[src/rtl/tile_pkg.sv]
// Shared tile-board constants, requester indices and the arbiter state type.
package tile_pkg;

   localparam int unsigned TILE_ADDR_W = 4;
   localparam int unsigned TILE_DATA_W = 8;
   localparam int unsigned NUM_TILES   = 16;

   localparam int unsigned REQ_GAME  = 0;
   localparam int unsigned REQ_INIT  = 1;
   localparam int unsigned REQ_MATCH = 2;

   typedef enum logic {ARB_IDLE, ARB_OWNED} arbState_t;

endpackage

[src/rtl/rr_picker.sv]
// Combinational round-robin picker: first requester at or after ptr, wrapping.
// Reused by the tile RAM, sound and score arbiters.
module rr_picker #(
   parameter int unsigned N     = 3,
   parameter int unsigned PTR_W = (N > 1) ? $clog2(N) : 1
) (
   input  logic [N-1:0]     req,
   input  logic [PTR_W-1:0] ptr,
   output logic [N-1:0]     pick,
   output logic             found
);

   // Walk offsets 0..N-1 from ptr; the earliest offset with a request wins.
   always_comb begin
      int unsigned idx;
      pick  = '0;
      found = 1'b0;
      idx   = 0;
      for (int unsigned k = 0; k < N; k++) begin
         idx = int'(unsigned'(ptr)) + k;
         if (idx >= N) idx = idx - N;
         for (int unsigned j = 0; j < N; j++) begin
            if (!found && req[j] && (j == idx)) begin
               pick[j] = 1'b1;
               found   = 1'b1;
            end
         end
      end
   end

endmodule

[src/rtl/tile_ram_arbiter.sv]
// Round-robin arbiter for port A of the tile-board RAM with optional multi-cycle
// lock and per-requester tagged read return.
// Optional feature: define TILE_ARB_LOCK_TIMEOUT_EN to force-release a lock held
// for MAX_LOCK cycles and pulse lock_timeout.
module tile_ram_arbiter
   import tile_pkg::*;
#(
   parameter int unsigned NUM_REQ  = 3,
   parameter int unsigned ADDR_W   = TILE_ADDR_W,
   parameter int unsigned DATA_W   = TILE_DATA_W,
   parameter int unsigned RD_LAT   = 1,
   parameter int unsigned MAX_LOCK = 15
) (
   input  logic                        CLOCK_50,
   input  logic                        resetn,
   input  logic [NUM_REQ-1:0]          req,
   input  logic [NUM_REQ-1:0]          lock,
   input  logic [NUM_REQ*ADDR_W-1:0]   addr,
   input  logic [NUM_REQ*DATA_W-1:0]   wdata,
   input  logic [NUM_REQ-1:0]          we,
   output logic [NUM_REQ-1:0]          gnt,
   output logic [NUM_REQ-1:0]          rvalid,
   output logic [DATA_W-1:0]           rdata,
   output logic [ADDR_W-1:0]           ram_addr,
   output logic [DATA_W-1:0]           ram_wdata,
   output logic                        ram_we,
   input  logic [DATA_W-1:0]           ram_rdata,
   output logic                        lock_timeout
);

   localparam int unsigned PTR_W = (NUM_REQ > 1) ? $clog2(NUM_REQ) : 1;

   arbState_t          state;
   logic [NUM_REQ-1:0] gntQ, gntD;
   logic [PTR_W-1:0]   ptrQ, ptrD;
   logic [PTR_W-1:0]   ownerIdx, nextPtr, pickPtr;
   logic [NUM_REQ-1:0] pickGnt;
   logic               pickFound;
   logic               access, ownerLock, ownerWe, lockedAccess, relGrant, timeoutHit;
   logic               readIssue;
   logic [ADDR_W-1:0]  muxAddr, addrHoldQ;
   logic [DATA_W-1:0]  muxWdata, wdataHoldQ, rdataHoldQ;
   logic               tagValidQ [RD_LAT];
   logic [PTR_W-1:0]   tagIdxQ   [RD_LAT];

   assign state = (|gntQ) ? ARB_OWNED : ARB_IDLE;
   assign gnt   = gntQ;

   // Decode the owner index and mux its address/data lines.
   always_comb begin
      ownerIdx = '0;
      muxAddr  = '0;
      muxWdata = '0;
      for (int unsigned i = 0; i < NUM_REQ; i++) begin
         if (gntQ[i]) begin
            ownerIdx = PTR_W'(i);
            muxAddr  = addr[i*ADDR_W +: ADDR_W];
            muxWdata = wdata[i*DATA_W +: DATA_W];
         end
      end
   end

   assign access       = |(gntQ & req);
   assign ownerLock    = |(gntQ & lock);
   assign ownerWe      = |(gntQ & we);
   assign lockedAccess = access & ownerLock;
   assign readIssue    = access & ~ownerWe;

   // An owner keeps the grant only while it is doing a locked access.
   assign relGrant = (state == ARB_OWNED) & (~lockedAccess | timeoutHit);
   assign nextPtr  = (ownerIdx == PTR_W'(NUM_REQ - 1)) ? '0 : ownerIdx + PTR_W'(1);
   // On release the pick uses the advanced pointer so the next grant has no bubble.
   assign pickPtr  = relGrant ? nextPtr : ptrQ;

   rr_picker #(
      .N     (NUM_REQ),
      .PTR_W (PTR_W)
   ) u_picker (
      .req   (req),
      .ptr   (pickPtr),
      .pick  (pickGnt),
      .found (pickFound)
   );

   // Next grant and round-robin pointer.
   always_comb begin
      gntD = gntQ;
      ptrD = ptrQ;
      unique case (state)
         ARB_IDLE: gntD = pickFound ? pickGnt : '0;
         ARB_OWNED: begin
            if (relGrant) begin
               ptrD = nextPtr;
               gntD = pickFound ? pickGnt : '0;
            end
         end
      endcase
   end

   // Grant and pointer state.
   always_ff @(posedge CLOCK_50 or negedge resetn) begin
      if (!resetn) begin
         gntQ <= '0;
         ptrQ <= '0;
      end else begin
         gntQ <= gntD;
         ptrQ <= ptrD;
      end
   end

   // RAM port A: live mux during an access, otherwise hold the last address/data.
   assign ram_we    = access & ownerWe;
   assign ram_addr  = access ? muxAddr : addrHoldQ;
   assign ram_wdata = access ? muxWdata : wdataHoldQ;

   // Read tags travel alongside the RAM latency so data returns to the issuer.
   always_ff @(posedge CLOCK_50 or negedge resetn) begin
      if (!resetn) begin
         for (int unsigned k = 0; k < RD_LAT; k++) begin
            tagValidQ[k] <= 1'b0;
            tagIdxQ[k]   <= '0;
         end
      end else begin
         tagValidQ[0] <= readIssue;
         tagIdxQ[0]   <= ownerIdx;
         for (int unsigned k = 1; k < RD_LAT; k++) begin
            tagValidQ[k] <= tagValidQ[k-1];
            tagIdxQ[k]   <= tagIdxQ[k-1];
         end
      end
   end

   // Decode the tag leaving the pipe into a one-hot valid pulse.
   always_comb begin
      rvalid = '0;
      for (int unsigned i = 0; i < NUM_REQ; i++) begin
         rvalid[i] = tagValidQ[RD_LAT-1] && (tagIdxQ[RD_LAT-1] == PTR_W'(i));
      end
   end

   assign rdata = (|rvalid) ? ram_rdata : rdataHoldQ;

   // Hold registers for the idle port A lines and the last delivered read word.
   always_ff @(posedge CLOCK_50 or negedge resetn) begin
      if (!resetn) begin
         addrHoldQ  <= '0;
         wdataHoldQ <= '0;
         rdataHoldQ <= '0;
      end else begin
         addrHoldQ  <= ram_addr;
         wdataHoldQ <= ram_wdata;
         rdataHoldQ <= rdata;
      end
   end

`ifdef TILE_ARB_LOCK_TIMEOUT_EN
   localparam int unsigned CNT_W = $clog2(MAX_LOCK + 1);

   logic [CNT_W-1:0] holdCntQ, holdCntD;

   // The MAX_LOCK-th consecutive locked cycle is the last one allowed.
   assign timeoutHit   = lockedAccess && (holdCntQ == CNT_W'(MAX_LOCK - 1));
   assign lock_timeout = timeoutHit;

   // Saturating count of locked cycles; cleared whenever the grant is released.
   always_comb begin
      holdCntD = holdCntQ;
      if (relGrant) begin
         holdCntD = '0;
      end else if (lockedAccess && (holdCntQ != CNT_W'(MAX_LOCK))) begin
         holdCntD = holdCntQ + CNT_W'(1);
      end
   end

   // Lock hold counter state.
   always_ff @(posedge CLOCK_50 or negedge resetn) begin
      if (!resetn) begin
         holdCntQ <= '0;
      end else begin
         holdCntQ <= holdCntD;
      end
   end
`else
   assign timeoutHit   = 1'b0;
   assign lock_timeout = 1'b0;
`endif

endmodule

[config.mk]
export PLATFORM = sky130hd
export DESIGN_NAME = tile_ram_arbiter
export DESIGN_NICKNAME = d
export VERILOG_FILES = /design/src/rtl/tile_pkg.sv /design/src/rtl/rr_picker.sv /design/src/rtl/tile_ram_arbiter.sv
export SDC_FILE = /design/constraint.sdc
export NUM_CORES = 1
export LEC_CHECK = 0
export CAP_MARGIN = 20
export CORE_UTILIZATION = 41
export DETAILED_ROUTE_END_ITERATION = 7
export PLACE_DENSITY = 0.93
export SYNTH_ARGS = -nofsm -noshare
export SYNTH_HDL_FRONTEND = slang
export SYNTH_SLANG_ARGS = --single-unit
[constraint.sdc]
create_clock -name CLOCK_50 -period 4.5 [get_ports CLOCK_50]
set_input_delay 0.9 -clock CLOCK_50 [delete_from_list [all_inputs] [get_ports CLOCK_50]]
set_output_delay 0.9 -clock CLOCK_50 [all_outputs]
set_load 0.01 [all_outputs]
# After elaboration in Yosys (flattened, before gate mapping)

Index checks and enable logic that the tools add are counted.

Bits of input ports: 55
Flip-flop bits (word level): 28
Word-level logic and storage cells: 110
Output and inout bits: 28

$lt $le $gt $ge: 3
Equality and inequality tests: 10
Bitwise logic cells: 10
Mux-type cells: 37
Reductions and logical operators: 37
Add/subtract/negate cells: 6

Operators by type and width:

| kind                                                                                  | count |
|---|---|
| 1-bit by 32-bit == test with 1-bit output (first input constant)                      | 3 |
| 2-bit by 32-bit == test with 1-bit output (first input constant)                      | 3 |
| 32-bit zero test                                                                      | 3 |
| 32-bit two-way mux                                                                    | 3 |
| 32-bit by 2-bit greater-or-equal comparator with 1-bit output (second input constant) | 2 |
| 32-bit by 2-bit subtractor with 32-bit output (second input constant)                 | 2 |
| 8-bit two-way mux                                                                     | 5 |
| 1-bit logical AND                                                                     | 20 |
| 1-bit two-way mux                                                                     | 19 |
| 4-bit two-way mux                                                                     | 4 |
| 3-bit OR reduction                                                                    | 5 |
| 3-bit AND                                                                             | 3 |
| 1-bit zero test                                                                       | 8 |
| 2-bit two-way mux                                                                     | 3 |
| 3-bit two-way mux                                                                     | 2 |
| 3-bit case mux with 2 select lines                                                    | 1 |
| 1-bit AND                                                                             | 4 |
| 2-bit == test (second input constant)                                                 | 2 |
| 2-bit by 1-bit adder with 3-bit output (second input constant)                        | 1 |
| 2-bit by 2-bit adder with 3-bit output (second input constant)                        | 1 |
| 1-bit NOT                                                                             | 3 |
| 2-bit by 2-bit subtractor with 3-bit output (second input constant)                   | 1 |
| 2-bit by 1-bit adder with 2-bit output (second input constant)                        | 1 |
| 2-bit by 1-bit == test with 1-bit output (second input constant)                      | 1 |
| other kinds (3)                                                                       | 3 |

# Longest topological paths before layout

Gate-level depths: netlist of the first run.

Depth in word-level cells: 46
Mapped depth: 11
Depth with buffers taken out: 9

# By module

From an unflattened synthesis of the first run, not the netlist that was laid out.

Cells, all modules: 142
Area total of the unflattened synthesis: 1,486.4 um^2

Modules (own cells, without submodules):

| module           | sequential area each (um^2) | cells an instance | instances | area an instance (um^2) |
|---|---|---|---|---|
| tile_ram_arbiter | 700.7                       | 125               | 1         | 1,353.8 |
| rr_picker        | 0.0                         | 17                | 1         | 132.6 |

# Worst setup path after synthesis of the first run

OpenSTA, ideal clock, no wires.

Path kind: input port to flip-flop
From: input port req[0]
To: register gntQ[2], in the netlist gnt[2]
Cell stages on the path: 9
Library setup time: 118 ps
Arrival time: 2,650 ps
Data required time: 4,382 ps
Path buffers: 2
Path slack: 1,732 ps
Cells stage by stage: a222oi_1 -> buf_4 -> nor2_2 -> buf_6 -> o22a_1 -> ha_1 -> o311ai_0 -> a211oi_1 -> a21o_1

Longest elaborated chain between the ends: 46
Elaborated cells between the ends (all ways): 67
Classes of those cells: add/sub: 5; order compare: 3; eq/ne: 7; mux: 19; bitwise: 4; reduce/logical: 29

Ends and longest elaborated chain:

| what                                                                                                   | RTL line                                       | text |
|---|---|---|
| start: declaration                                                                                     | tile_ram_arbiter.sv:16                         | `input logic [NUM_REQ-1:0] req,` |
| 3-bit AND (*)                                                                                          | tile_ram_arbiter.sv:63                         | `assign access = \|(gntQ & req);` |
| 3-bit OR reduction (*)                                                                                 | tile_ram_arbiter.sv:63                         |  |
| 1-bit AND (*)                                                                                          | tile_ram_arbiter.sv:66                         | `assign lockedAccess = access & ownerLock;` |
| 1-bit NOT (*)                                                                                          | tile_ram_arbiter.sv:70                         | `assign relGrant = (state == ARB_OWNED) & (~lockedAccess \| timeoutHit);` |
| 1-bit AND (*)                                                                                          | tile_ram_arbiter.sv:70                         |  |
| 2-bit two-way mux (*)                                                                                  | --                                             |  |
| via pickPtr[0]                                                                                         | tile_ram_arbiter.sv:36                         | `logic [PTR_W-1:0] ownerIdx, nextPtr, pickPtr;` |
| parallel branches: the longest is 37 deep, another holds 32-bit by 2-bit subtractor with 32-bit output | --                                             |  |
| 3-bit two-way mux (*)                                                                                  | tile_ram_arbiter.sv:90, tile_ram_arbiter.sv:94 |  |
| 3-bit two-way mux                                                                                      | tile_ram_arbiter.sv:92                         | `if (relGrant) begin` |
| 3-bit case mux with 2 select lines (*)                                                                 | tile_ram_arbiter.sv:89                         | `unique case (state)` |
| end signal: assignment                                                                                 | tile_ram_arbiter.sv:106                        | `gntQ <= gntD;` |
| end: declaration                                                                                       | tile_ram_arbiter.sv:34                         | `logic [NUM_REQ-1:0] gntQ, gntD;` |

Mark *: on every way through the listed nets, which the timed path passes. The select of a mux whose other input is x is not followed.
A chain may end at the register's enable or synchronous reset.

# Worst setup path after layout of the first run

From: register gntQ[1], in the netlist gnt[1]
To: output port ram_wdata[0]

Longest elaborated chain between the ends: 3
Elaborated cells between the ends (all ways): 5
Classes of those cells: mux: 3; bitwise: 1; reduce/logical: 1

Ends and longest elaborated chain:

| what                                                           | RTL line                                       | text |
|---|---|---|
| 3-bit AND / 8-bit two-way mux (equally long branches)          | tile_ram_arbiter.sv:63, tile_ram_arbiter.sv:55 |  |
| 3-bit OR reduction / 8-bit two-way mux (equally long branches) | tile_ram_arbiter.sv:63, tile_ram_arbiter.sv:55 |  |
| 8-bit two-way mux (*)                                          | tile_ram_arbiter.sv:114                        | `assign ram_wdata = access ? muxWdata : wdataHoldQ;` |
| end: declaration                                               | tile_ram_arbiter.sv:25                         | `output logic [DATA_W-1:0] ram_wdata,` |

Mark *: on every way between the ends. The rest lies on a longest branch, timed or not.

==> metrics.md, run 1 <==
| Metric | Value |
|---|---|
| Initial DRC Count | `75` |
| Footprint of the multi-input gates | `688 um^2` |
| CP Class | `register to output port` |
| Crit path launch type | `register` |
| Setup TNS | `0 ns` |
| Worst-margin pin slew | `0.946 ns` |
| Crit path capture type | `output port` |
| Post-synth top area cell | `dfrtp_1` |
| Clock Skews | `0.00400 ns` |
| Post-synth EDFFs | `0` |
| Die span in x | `61.8 um` |
| Hold-fix buffers, CTS | `0` |
| Fin. Hold Viols | `0` |
| Setup-failing EPs final | `0` |
| Wirelength per Cell | `14.4 um` |
| ANT cells | `0` |
| Post-synthesis async set-or-reset flop share | `1.00` |
| Port bufs | `81` |
| Hpwl dp | `2.80 mm` |
| Via Count | `1372` |
| CTS H-Tree Depth | `1` |
| Initial Utilization | `0.433` |
| Syn Nets | `196` |
| Yosys top cell area share | `0.478` |
| FF+latch count, synth | `28` |
| Pwr/cell area | `576 nW/um^2` |
| Count leader, synth | `dfrtp_1` |
| # clock sinks | `28` |
| Status | `complete, no violations` |
| Yosys warnings | `0` |
| Clock buffer depth | `2` |
| Antenna violations before repair | `0` |
| Vias in the first global route | `1200` |
| RSZ-0062 raised after global routing | `no` |
| CP arrival | `2.88 ns` |
| Total wire length | `3.73 mm` |
| Post-synth top flop | `dfrtp_1` |
| Commonest cells post-synth | `28 x dfrtp_1, 15 x nand2_1, 14 x nor2b_1, 12 x a221oi_1, 12 x o31ai_1` |
| CTS Buf Count | `3` |
| Fin nets | `272` |
| Worst min path class | `register to register` |
| Final ANT Viol Nets | `0` |
| MaxCap Viol Count | `0` |
| Fillers | `269` |
| Worst-path maximum fanout | `20` |
| Register area | `701 um^2` |
| Die height | `61.8 um` |
| Yosys cell types | `31` |
| Seq/Total Area, Yosys | `0.478` |
| Average size of a mapped cell | `10.5 um^2` |
| Rel. slew slack | `0.369` |
| I/O pin count | `83` |
| Die area | `3820 um^2` |
| Fin crit period | `3.78 ns` |
| TritonCTS clock tree | `yes` |
| Post-Syn Area | `1470 um^2` |
| Share of cells above drive strength 1 | `0.0751` |
| Core Rows | `21` |
| Largest net degree at the start of global routing | `34` |
| CTS root buf | `clkbuf_4` |
| Pleak | `0.000921 uW` |
| First-pass GRT wire length | `5.69 mm` |
| Gr ovfl total | `0` |
| Dominant cells by area after synthesis | `dfrtp_1 48%, a221oi_1 7.2%, mux2_2 6.1%` |
| Post-CTS Resized | `0` |
| Required time worst endpoint | `3.60 ns` |
| Core ar. | `3390 um^2` |
| Post-Synthesis Cells | `139` |
| DRC | `0` |
| Area Growth Syn to Fin | `56.7%` |
| Setup slack after layout | `0.723 ns` |
| DR pass1 iterations | `4` |
| Tot GR Track Use | `0.203` |
| Fin. max-slew vios | `0` |
| Worst-case vdd ir drop | `0.000291 V` |
| Via/cell ratio | `5.30` |
| Peak Freq | `265 MHz` |
| Postcts setup bufs | `0` |
| CTS clk-pin slew, worst paths | `0.14 ns` |
| Clock Latency Late Sink | `0.31 ns` |
| Dpl ws | `0.782 ns` |
| Gpl congestion | `0.803` |
| Fin crit share | `0.839` |
[metal layers]
layer  share of wire  up-vias  wire, um  track usage
met5               0        -         0            0
met4           0.014        0        51       0.0635
met3           0.073        4       273       0.0352
met2            0.49       51      1830        0.344
met1            0.42      652      1580        0.265
li1                -      665         -            -
[critical path, stage by stage (launching register included)]
cell and delay [ns]:
dfrtp_1 0.65, nor2b_1 0.78, a221oi_1 0.18, o31ai_1 0.36, clkdlybuf4s50_1 0.60
[kinds of logic after synthesis]
| group | share of synthesized area |
|---|---|
| AOI/OAI and AO/OA | 0.230 |
| adders and majority gates | 0.0171 |
| buffers and inverters | 0.0529 |
| DFF | 0.478 |
| muxes | 0.0614 |
| other | 0.00256 |
| and+or+nand+nor | 0.159 |
[power breakdown]
group	switching (uW)	internal, uW	total [uW]
logic	343	448	791
registers	78.3	356	434
clock network	68.8	31.3	100
[final cells by class]
type                    instances  area share
repair buffers                 83       0.359
flip-flops and latches         28       0.305
multi-input cells              98       0.299
well taps                      46      0.0250
clock buffers                   3     0.00980
inverters                       1     0.00163
[stage by stage]
step	hold WS (ns)	std cells	util	total power (uW)	area, um^2
final	0.501	259	0.678	1320	2300
after global routing	0.519	259	0.678	1440	2300
after CTS	0.504	259	0.678	1340	2300
after detailed placement	0.472	256	0.671	1240	2280
after global placement	0.458	256	0.671	1220	2280
after floorplan	0.431	139	-	880	1470
[sequential cells by signal, summed over array words and instances (netlist names)]
register and cells:
ptrQ 2, wdataHoldQ 8, addrHoldQ 4, gnt 3, tagValidQ 1, rdataHoldQ 8
tagIdxQ 2
[worst paths after layout]
path,from,end,slack (ns),cells after the start
max,gnt[1]$_DFFE_PN0P_,ram_wdata[0],0.72,4
min,wdataHoldQ[7]$_DFF_PN0_,wdataHoldQ[7]$_DFF_PN0_,0.50,2
max reg2reg,gnt[2]$_DFFE_PN0P_,gnt[2]$_DFFE_PN0P_,1.36,9
min reg2reg,wdataHoldQ[7]$_DFF_PN0_,wdataHoldQ[7]$_DFF_PN0_,0.50,2
max in group asynchronous,resetn,tagValidQ$_DFF_PN0_,2.87,2
min in group asynchronous,resetn,wdataHoldQ[1]$_DFF_PN0_,0.99,1
[placed cells by master (no fill, tap or decap), types with 2 or more instances in the layout]
| master | instances |
|---|---|
| nor2b_1 | 14 |
| clkbuf_4 | 3 |
| dfrtp_1 | 28 |
| o21ai_0 | 6 |
| and3b_1 | 2 |
| clkdlybuf4s50_1 | 81 |
| a221oi_1 | 12 |
| o31ai_1 | 12 |
| o22a_1 | 2 |
| nand2b_1 | 5 |
| a222oi_1 | 3 |
| nor2_1 | 3 |
| mux2_2 | 8 |
| a21oi_1 | 2 |
| ha_1 | 2 |
| buf_4 | 2 |
| nand2_1 | 15 |
Note: power is estimated with default switching activity, not from simulation.
==> run 2: changes to the inputs <==
CORE_UTILIZATION = 34   (was 41)
PLACE_DENSITY = 0.83   (was 0.93)
clock period = 3.3 ns   (was 4.5 ns; I/O delays follow)
==> run 2 against run 1 <==
Compared with the run above: global-route usage shrank 2.9 points; clock-buffer cell count is the same; worst hold slack lost 0.020 ns; largest cell class unchanged; sequential share of layout area shrank 2.2 points; critical path depth grew 2; critical endpoint is now ram_we; via count shrank 0.66%.
==> metrics.md, run 2 (synthesis results as in run 1) <==
| Metric | Value |
|---|---|
| Port bufs | `81 (unchanged)` |
| Worst-path maximum fanout | `9 (-55%)` |
| Setup-failing EPs final | `0 (unchanged)` |
| Required time worst endpoint | `2.64 ns (-0.96 ns)` |
| Worst path cell trace | `clkdlybuf4s50_1, a222oi_1, buf_4, buf_4, nor2_1, clkdlybuf4s50_1` |
| RSZ-0062 raised after global routing | `no` |
| DR pass1 iterations | `4 (unchanged)` |
| Most frequent cells in the layout | `69 x clkdlybuf4s50_1, 28 x dfrtp_1, 15 x nand2_1` |
| TritonCTS clock tree | `yes` |
| Setup TNS | `0 ns (unchanged)` |
| CP Class | `primary input to output port` |
| DRC | `0 (unchanged)` |
| CTS H-Tree Depth | `1 (unchanged)` |
| Status | `complete, no violations` |
| Core Rows | `23 (+9.5%)` |
| Final ANT Viol Nets | `0 (unchanged)` |
| Initial Utilization | `0.361 (-0.0712)` |
| Crit path capture type | `output port` |
| Crit path launch type | `primary input` |
| Min Hold Slack | `0.481 ns (-0.0195 ns)` |
| Largest net degree at the start of global routing | `29 (-15%)` |
| Gpl congestion | `0.732 (-8.9%)` |
| Buf/Inv on CP | `4 (+3)` |
| Footprint of the multi-input gates | `759 um^2 (+10%)` |
| CTS Buf Count | `3 (unchanged)` |
| Worst-case vdd ir drop | `0.000454 V (+56%)` |
| Fin. Hold Viols | `0 (unchanged)` |
| Worst min path class | `register to register` |
| CTS root buf | `clkbuf_8` |
| Vias in the first global route | `1262 (+5.2%)` |
| I/O pin count | `83 (unchanged)` |
| Total wire length | `4.12 mm (+10%)` |
| Peak Freq | `328 MHz` |
| Fillers | `344 (+28%)` |
| MaxCap Viol Count | `0 (unchanged)` |
| Clock Skews | `0.00449 ns (+0.000493 ns)` |
| CTS clk-pin slew, worst paths | `0.09 ns (-0.05 ns)` |
| Most common cell after layout, fill and taps aside | `clkdlybuf4s50_1` |
| Pwr/cell area | `797 nW/um^2 (+38%)` |
| Initial DRC Count | `63 (-16%)` |
| Area Growth Syn to Fin | `68.9%` |
| CP arrival | `2.39 ns (-0.49 ns)` |
| Tot GR Track Use | `0.174 (-0.0290)` |
| Clock buffer depth | `2 (unchanged)` |
| Fin. max-slew vios | `0 (unchanged)` |
| Antenna violations before repair | `0 (unchanged)` |
| CP max stage cell | `clkdlybuf4s50_1` |
| Hpwl dp | `2.92 mm (+4.5%)` |
| First-pass GRT wire length | `5.87 mm (+3.2%)` |
| Wirelength per Cell | `15.2 um (+5.7%)` |
| Share of cells above drive strength 1 | `0.145 (+0.0703)` |
| Die area | `4580 um^2 (+20%)` |
| Core ar. | `4060 um^2 (+20%)` |
| Clock Latency Late Sink | `0.26 ns (-0.05 ns)` |
| Register area | `701 um^2 (unchanged)` |
| Fin crit share | `0.925` |
| Via Count | `1363 (-0.66%)` |
| # clock sinks | `28 (unchanged)` |
| Delay-heaviest family, CP | `buffers and inverters` |
| Die span in x | `67.7 um (+9.5%)` |
| CP max stage delay | `0.50 ns (-0.28 ns)` |
| Via/cell ratio | `5.05 (-4.7%)` |
| Regs by FF count | `rdataHoldQ: 8 flops, wdataHoldQ: 8 flops, addrHoldQ: 4 flops` |
| Fin crit period | `3.05 ns` |
| R2R Setup Slk | `0.66 ns (-0.70 ns)` |
| ANT cells | `0 (unchanged)` |
| Fin nets | `279 (+2.6%)` |
| Die height | `67.7 um (+9.5%)` |
| Pleak | `0.00116 uW (+25%)` |
| Gr ovfl total | `0 (unchanged)` |
run 2: cell types whose count changed in the layout (fill, tap and decap cells not counted):
cell	change
clkdlybuf4s50_1	-12
dlymetal6s2s_1	+12
o31ai_1	-9
buf_4	+6
o31ai_2	+6
clkbuf_8	+3
o31ai_4	+3
clkbuf_4	-2
run 2: timing repair:
action,CTS,global route
buffers inserted,0,1
setup endpoints to repair,0,12
hold buffers,0,0
gates resized for setup,0,27
run 2: routing by layer:
layer	part of all wire	vias up	wire (um)	track usage
li1	-	672	-	-
met1	0.43	644	1760	0.223
met2	0.50	45	2080	0.295
met3	0.059	2	242	0.0203
met4	0.0083	0	34	0.0691
met5	0	-	0	0
run 2: per-stage QoR:
stage | setup WS [ns] | instance area (um^2) | power (uW) | utilization | instances
2_1_floorplan | 0.772 | 1470 | 1200 | - | 139
3_3_place_gp | 0.0790 | 2320 | 1690 | 0.571 | 265
3_5_place_dp | 0.0597 | 2320 | 1730 | 0.571 | 265
4_1_cts | 0.0448 | 2360 | 1910 | 0.582 | 268
5_1_grt | 0.137 | 2480 | 2120 | 0.610 | 270
6_report | 0.248 | 2480 | 1970 | 0.610 | 270
run 2: worst paths after layout:
kind | start | to | cells past startpoint
max in group asynchronous | resetn | rdataHoldQ[6]$_DFF_PN0_ | 2
worst min register to register | addrHoldQ[3]$_DFF_PN0_ | addrHoldQ[3]$_DFF_PN0_ | 2
worst max register to register | gnt[0]$_DFFE_PN0P_ | gnt[2]$_DFFE_PN0P_ | 10
min in group asynchronous | resetn | rdataHoldQ[4]$_DFF_PN0_ | 2
worst max-delay path | req[0] | ram_we | 6
worst min-delay path | addrHoldQ[3]$_DFF_PN0_ | addrHoldQ[3]$_DFF_PN0_ | 2
run 2: tightest hold or removal path: stages, from the launching register on:
cell	delay, ns
dfrtp_1	0.33
nand2_1	0.05
o31ai_2	0.06
run 2: cell type report:
class	count	area share
tap	50	0.0253
clock buffer	3	0.0167
sequential	28	0.283
timing repair buffer	90	0.367
multi-input combinational	98	0.307
inverter	1	0.00152
run 2: report_power, final:
group          total (uW)  switching [uW]  internal [uW]
clock                 178            96.1           81.7
combinational        1230             573            660
sequential            564            77.7            487
total                1970             746           1230
==> run 3: changes to the inputs <==
CAP_MARGIN = unset   (was 20)
==> results of run 3 <==
Final layout, timing and power as in run 2 (identical DEF).
